## config.mk

```make
export PLATFORM = sky130hd
export DESIGN_NAME = psum_out_buffer
export DESIGN_NICKNAME = d
export VERILOG_FILES = /design/src/rtl/psum_out_pkg.sv /design/src/rtl/psum_mpush_fifo.sv /design/src/rtl/psum_out_buffer.sv
export SDC_FILE = /design/constraint.sdc
export NUM_CORES = 1
export LEC_CHECK = 0
export ABC_AREA = 1
export CAP_MARGIN = 20
export CORE_ASPECT_RATIO = 2
export CORE_MARGIN = 2
export CORE_UTILIZATION = 35
export CTS_CLUSTER_SIZE = 8
export DETAILED_ROUTE_END_ITERATION = 7
export DONT_BUFFER_PORTS = 1
export HOLD_SLACK_MARGIN = 0.05
export SETUP_SLACK_MARGIN = 0.2
export SKIP_CTS_REPAIR_TIMING = 1
export SLEW_MARGIN = 20
export SYNTH_ARGS = -nofsm -noshare
export SYNTH_HDL_FRONTEND = slang
export SYNTH_SLANG_ARGS = --single-unit
export TNS_END_PERCENT = 5
```

## constraint.sdc

```tcl
create_clock -name clk -period 5 [get_ports clk]
set_input_delay 0.75 -clock clk [delete_from_list [all_inputs] [get_ports clk]]
set_output_delay 0.75 -clock clk [all_outputs]
set_load 0.02 [all_outputs]
```

## src/rtl/psum_out_pkg.sv

```systemverilog
`default_nettype none
// ============================================================================
// Module  : psum_out_pkg
// Brief   : Shared widths, lane order and 10->8 bit saturation for psum output.
// Revision: 1.0
// ============================================================================
package psum_out_pkg;

    localparam int PSUM_W = 10;
    localparam int OUT_W  = 8;
    localparam int LANES  = 3;

    // Push order into the FIFO: PE 2,0 (lane 2) first, PE 2,2 (lane 0) last
    localparam int LANE_ORDER [LANES] = '{2, 1, 0};

    function automatic logic [OUT_W-1:0] sat8(input logic signed [PSUM_W-1:0] v);
        if (v > PSUM_W'(127)) begin
            return 8'h7f;
        end else if (v < PSUM_W'(-128)) begin
            return 8'h80;
        end else begin
            return v[OUT_W-1:0];
        end
    endfunction

endpackage
`default_nettype wire

```

## src/rtl/psum_mpush_fifo.sv

```systemverilog
`default_nettype none
// ============================================================================
// Module  : psum_mpush_fifo
// Brief   : Show-ahead FIFO accepting 0..3 writes and 0..1 read per cycle.
// Revision: 1.0
// ============================================================================
module psum_mpush_fifo
    import psum_out_pkg::*;
#(
    parameter int DEPTH = 8
) (
    input  logic                      clk,
    input  logic                      nRST,
    input  logic                      i_clear,
    input  logic [LANES-1:0]          i_wr_en,
    input  logic [LANES*OUT_W-1:0]    i_wr_data,
    input  logic                      i_rd_en,
    output logic [OUT_W-1:0]          o_rd_data,
    output logic [$clog2(DEPTH):0]    o_level,
    output logic [1:0]                o_push_cnt
);

    localparam int AW = $clog2(DEPTH);

    logic [OUT_W-1:0] r_mem [DEPTH];
    logic [AW-1:0]    r_wr_ptr;
    logic [AW-1:0]    r_rd_ptr;
    logic [AW:0]      r_level;

    logic [AW:0]      w_free;
    logic [AW:0]      w_ofs;
    logic [LANES-1:0] w_acc;
    logic [AW-1:0]    w_idx [LANES];
    logic [1:0]       w_push_cnt;

    // A pop frees its slot in the same cycle, so a full FIFO can still take one write
    always_comb begin
        w_free     = (AW+1)'(DEPTH) - r_level + {{AW{1'b0}}, i_rd_en};
        w_ofs      = '0;
        w_push_cnt = '0;
        w_acc      = '0;
        for (int k = 0; k < LANES; k++) begin
            w_idx[k] = '0;
        end
        for (int k = 0; k < LANES; k++) begin
            if (i_wr_en[LANE_ORDER[k]]) begin
                if (w_ofs < w_free) begin
                    w_acc[LANE_ORDER[k]] = 1'b1;
                    w_idx[LANE_ORDER[k]] = r_wr_ptr + w_ofs[AW-1:0];
                    w_push_cnt           = w_push_cnt + 2'd1;
                end
                w_ofs = w_ofs + (AW+1)'(1);
            end
        end
    end

    always_ff @(posedge clk or negedge nRST) begin
        if (!nRST) begin
            r_wr_ptr <= '0;
            r_rd_ptr <= '0;
            r_level  <= '0;
        end else if (i_clear) begin
            r_wr_ptr <= '0;
            r_rd_ptr <= '0;
            r_level  <= '0;
        end else begin
            r_wr_ptr <= r_wr_ptr + AW'(w_push_cnt);
            r_rd_ptr <= r_rd_ptr + AW'(i_rd_en);
            r_level  <= r_level + (AW+1)'(w_push_cnt) - (AW+1)'(i_rd_en);
        end
    end

    always_ff @(posedge clk) begin
        if (!i_clear) begin
            for (int k = 0; k < LANES; k++) begin
                if (w_acc[k]) begin
                    r_mem[w_idx[k]] <= i_wr_data[k*OUT_W +: OUT_W];
                end
            end
        end
    end

    // Storage is not reset; gating on occupancy gives a defined zero when empty
    assign o_rd_data  = (r_level != '0) ? r_mem[r_rd_ptr] : '0;
    assign o_level    = r_level;
    assign o_push_cnt = (i_clear) ? 2'd0 : w_push_cnt;

endmodule
`default_nettype wire

```

## src/rtl/psum_out_buffer.sv

```systemverilog
`default_nettype none
// ============================================================================
// Module  : psum_out_buffer
// Brief   : Saturates bottom-row PE partial sums and drains them via a FIFO.
// Revision: 1.0
// ============================================================================
module psum_out_buffer
    import psum_out_pkg::*;
#(
    parameter int DEPTH = 8,
    parameter int CNT_W = 8
) (
    input  logic                      clk,
    input  logic                      nRST,
    input  logic [LANES*PSUM_W-1:0]   psum_i,
    input  logic [LANES-1:0]          psum_valid_i,
    input  logic                      clear_i,
    output logic [OUT_W-1:0]          write_o,
    output logic                      write_valid_o,
    input  logic                      write_ready_i,
    output logic                      overflow_o,
    output logic [CNT_W-1:0]          out_count_o,
    output logic [$clog2(DEPTH):0]    level_o
);

    logic [LANES*OUT_W-1:0] w_sat;
    logic                   w_pop;
    logic [1:0]             w_push_cnt;
    logic [1:0]             w_valid_cnt;
    logic                   w_drop;
    logic                   r_overflow;
    logic [CNT_W-1:0]       r_out_count;

    for (genvar k = 0; k < LANES; k++) begin : g_lane_sat
        assign w_sat[k*OUT_W +: OUT_W] = sat8(psum_i[k*PSUM_W +: PSUM_W]);
    end

    assign write_valid_o = (level_o != '0);
    assign w_pop         = write_valid_o && write_ready_i;

    psum_mpush_fifo #(
        .DEPTH (DEPTH)
    ) u_fifo (
        .clk        (clk),
        .nRST       (nRST),
        .i_clear    (clear_i),
        .i_wr_en    (psum_valid_i),
        .i_wr_data  (w_sat),
        .i_rd_en    (w_pop),
        .o_rd_data  (write_o),
        .o_level    (level_o),
        .o_push_cnt (w_push_cnt)
    );

    // Any valid lane the FIFO did not take counts as a drop
    assign w_valid_cnt = 2'(psum_valid_i[0]) + 2'(psum_valid_i[1]) + 2'(psum_valid_i[2]);
    assign w_drop      = !clear_i && (w_valid_cnt != w_push_cnt);

    always_ff @(posedge clk or negedge nRST) begin
        if (!nRST) begin
            r_overflow  <= 1'b0;
            r_out_count <= '0;
        end else if (clear_i) begin
            r_overflow  <= 1'b0;
            r_out_count <= '0;
        end else begin
            if (w_drop) begin
                r_overflow <= 1'b1;
            end
            if (w_pop) begin
                r_out_count <= r_out_count + CNT_W'(1);
            end
        end
    end

    assign overflow_o  = r_overflow;
    assign out_count_o = r_out_count;

endmodule
`default_nettype wire

```

==> flow_metrics.py <==
metrics = {
    "outcome": {
        "status": "complete, no violations",
    },
    "synth": {
        "ys_ff_latch": 83,
        "syn_area_per_cell_sq_um": 7.41,
        "synth_ff_type": "edfxtp_1",
        "netlist_area_sq_um": 5870,
        "syn_nets": 851,
        "yosysSeqAreaShare_pct": 40.9,
        "yosys_warnings": 0,
        "synthArstFlopShare_pct": 22.9,
        "yosys.cell_types.count": 39,
        "postSynthCellCount": 792,
        "synth_edf_count": 64,
    },
    "setup_path": {
        "worstPathCellList": "inv_1 -> ha_1 -> nand3_2 -> nand2_1 -> ha_1 -> inv_1 -> ha_1 -> nor2_1 -> nand4_2 -> nand2_1 -> inv_2 -> ha_1 -> nand2_1 -> nand2_1 -> nand2_1 -> nand2_1 -> nand2_1 -> ha_1 -> inv_1 -> ha_1 -> a21o_1 -> a21oi_1 -> o21ai_0 -> a21oi_1",
        "crit_fanout": 10,
        "start_kind": "flop",
        "cp_data_arrival_time_ns": 4.55,
        "crit_buf_inv": 4,
        "required_ns": 5.27,
        "cp_slowest_cell": "dfrtp_1",
        "critPathMostFrequentCell": "nand2_1",
        "crit_type": "reg2reg",
        "max_stage_delay_ns": 0.49,
        "endpoint_kind": "flop",
        "cp_top_family": "adder cells",
    },
    "power": {
        "p_per_area_nw_per_um2": 493,
        "vdd_ir_drop_max_v": 0.000244,
        "p_leak_nw": 2.94,
    },
    "grt": {
        "grt_usage_pct": 20.7,
        "overflow": 0,
        "first_global_vias": 5029,
        "antenna_found_initial": 0,
        "grt_max_degree": 34,
        "grt_pass1_wl_mm": 27.5,
    },
    "placement": {
        "pre_cts_slack_ns": 0.698,
        "port_buffers": 0,
        "place_congestion": 0.928,
        "hpwl_mm": 13.0,
    },
    "detailed_routing": {
        "ant_nets": 0,
        "first_pass_iters": 5,
        "wl_per_cell_microns": 18.0,
        "via_per_inst": 5.32,
        "postRouteWirelength_mm": 17.9,
        "drt_iter0_markers": 546,
        "vias": 5307,
        "drcViolationCount": 0,
    },
    "final_layout": {
        "final_core_util_pct": 38.1,
        "syn_to_final_growth_pct": 7.74,
        "nets": 844,
        "drive_gt1_share_pct": 6.58,
        "antennaDiodeCount": 0,
    },
    "clocking": {
        "clk_pin_slew_ns": 0.07,
        "clock_latency_ns": 0.34,
        "cts_buffers": 9,
        "cts_tree": "yes",
        "h-tree-depth": 3,
        "cts.path.max_buffers": 2,
        "clock_sinks": 83,
        "root_buffer": "clkbuf_16",
    },
    "floorplanning": {
        "dieArea_sq_um": 17900,
        "die_h_microns": 187,
        "core_area_sq_um": 16600,
        "io_pins": 59,
        "initial_core_util_pct": 35.3,
        "fp.dieW_microns": 95.6,
        "rows": 67,
    },
    "sta": {
        "period_minus_slack_ns": 4.28,
        "worst_slew_pin_slew_ns": 1.11,
        "slew_viol_final": 0,
        "finalCritPeriodShare_pct": 85.6,
        "rsz0062_at_grt": "no",
        "finalHoldViolCount": 0,
        "relSlewSlack_pct": 25.9,
        "finalSetupViolCount": 0,
        "fmax_mhz": 234,
        "fin_ws_ns": 0.719,
        "finClkSkew_ns": 0.0100,
        "finalSetupTns_ns": 0,
    },
    "flow_run": {
        "drv_cap": 0,
    },
    "hold_path": {
        "holdCritPathClass": "in2async",
    },
}
-- cells by family (layout without fill, tap and decap cells) --
kind of cell               count (synthesis)  in the layout  synth area share [%]
and+or+nand+nor                          466            466                  35.0
AOI/OAI and AO/OA                        113            113                  10.4
buffers and inverters                    103            101                  7.46
DFF                                       83             83                  40.9
adders and majority gates                 22             22                  5.20
xor gates and xnor gates                   5              5                  1.07
-- state kept, by name (all words and copies together) (netlist names) --
signal	flops
u_fifo.r_wr_ptr	3
u_fifo.r_rd_ptr	3
out_count_o	8
u_fifo.o_level	4
overflow_o	1
u_fifo.r_mem	64
-- where the power goes --
part	internal, W	leakage [nW]	switching, W
clock	0.000385	0.141	0.000282
combinational	0.000417	1.96	0.00101
sequential	0.000929	0.840	0.0000941
-- final timing paths --
kind                                            to  slack [ns]          startpoint  depth (start not counted)
worst min-delay path             u_fifo.o_level[2]         0.1                nRST                          0
worst min register to register  u_fifo.r_rd_ptr[2]        0.47  u_fifo.r_rd_ptr[2]                          1
worst max register to register   u_fifo.o_level[3]        0.72   u_fifo.o_level[2]                         24
min in group clk                 u_fifo.o_level[0]        0.46             clear_i                          1
worst max-delay path             u_fifo.o_level[3]        0.72   u_fifo.o_level[2]                         24
max in group asynchronous       u_fifo.r_rd_ptr[2]        4.82                nRST                          0
-- layout make-up --
class / count / area (sq um)
Clock buffer: 9 / 225
Clock inverter: 7 / 67.6
Fill cell: 1788 / 10300
Inverter: 82 / 318
Multi-Input combinational cell: 606 / 3030
Sequential cell: 83 / 2400
Tap cell: 207 / 259
Timing Repair Buffer: 3 / 22.5
-- routing by layer --
layer  wire length [microns]  GRT usage, %
met4                     568          9.18
met1                    7460          27.7
met2                    8500          32.0
met5                       0             0
met3                    1410          4.23
-- through the flow --
stage | instances | instance area (sq um) | power [W] | hold slack, ns
after floorplan | 792 | 5870 | 0.00212 | 0.433
after global placement | 981 | 6030 | 0.00244 | 0.453
after detailed placement | 981 | 6030 | 0.00247 | 0.455
after CTS | 997 | 6320 | 0.00313 | 0.0824
after global routing | 997 | 6320 | 0.00334 | 0.0775
final | 997 | 6320 | 0.00312 | 0.0950
-- cell usage in the layout, fill, tap and decap left out, drive strengths merged --
cell	instances
o21a	1
nor4	1
ha	18
xor2	3
fa	4
o211ai	4
inv	83
bufinv	1
nand2	284
xnor2	2
clkinv	4
a21o	1
nand3	83
and3	1
dfrtp	19
buf	3
clkinvlp	1
a21oi	18
nand4	1
edfxtp	64
o22ai	8
clkbuf	9
o21ai	69
a31oi	12
nor3	4
nor2	92
-- synth_stat cells (all sizes together) (2+ instances only) --
library cell	instances	area share (%)
nand2	284	19
xor2	3	0.77
nor2	92	8.0
ha	18	3.8
nor3	4	0.43
buf	11	1.4
o21ai	69	5.9
clkbuf	10	0.64
xnor2	2	0.30
o22ai	8	0.85
edfxtp	64	33
nand3	83	7.5
fa	4	1.4
a31oi	12	1.3
o211ai	4	0.60
dfrtp	19	8.1
inv	82	5.4
a21oi	18	1.5
-- worst reg2reg max path, cell delays in order, from the launching register on --
cell and delay (ns):
dfrtp_1 0.49, inv_1 0.16, ha_1 0.18, nand3_2 0.29, nand2_1 0.21, ha_1 0.16
inv_1 0.07, ha_1 0.31, nor2_1 0.14, nand4_2 0.12, nand2_1 0.10, inv_2 0.06
ha_1 0.27, nand2_1 0.06, nand2_1 0.10, nand2_1 0.11, nand2_1 0.09, nand2_1 0.08
ha_1 0.27, inv_1 0.07, ha_1 0.29, a21o_1 0.15, a21oi_1 0.17, o21ai_0 0.11
a21oi_1 0.14
Note: power is estimated with default switching activity, not from simulation.
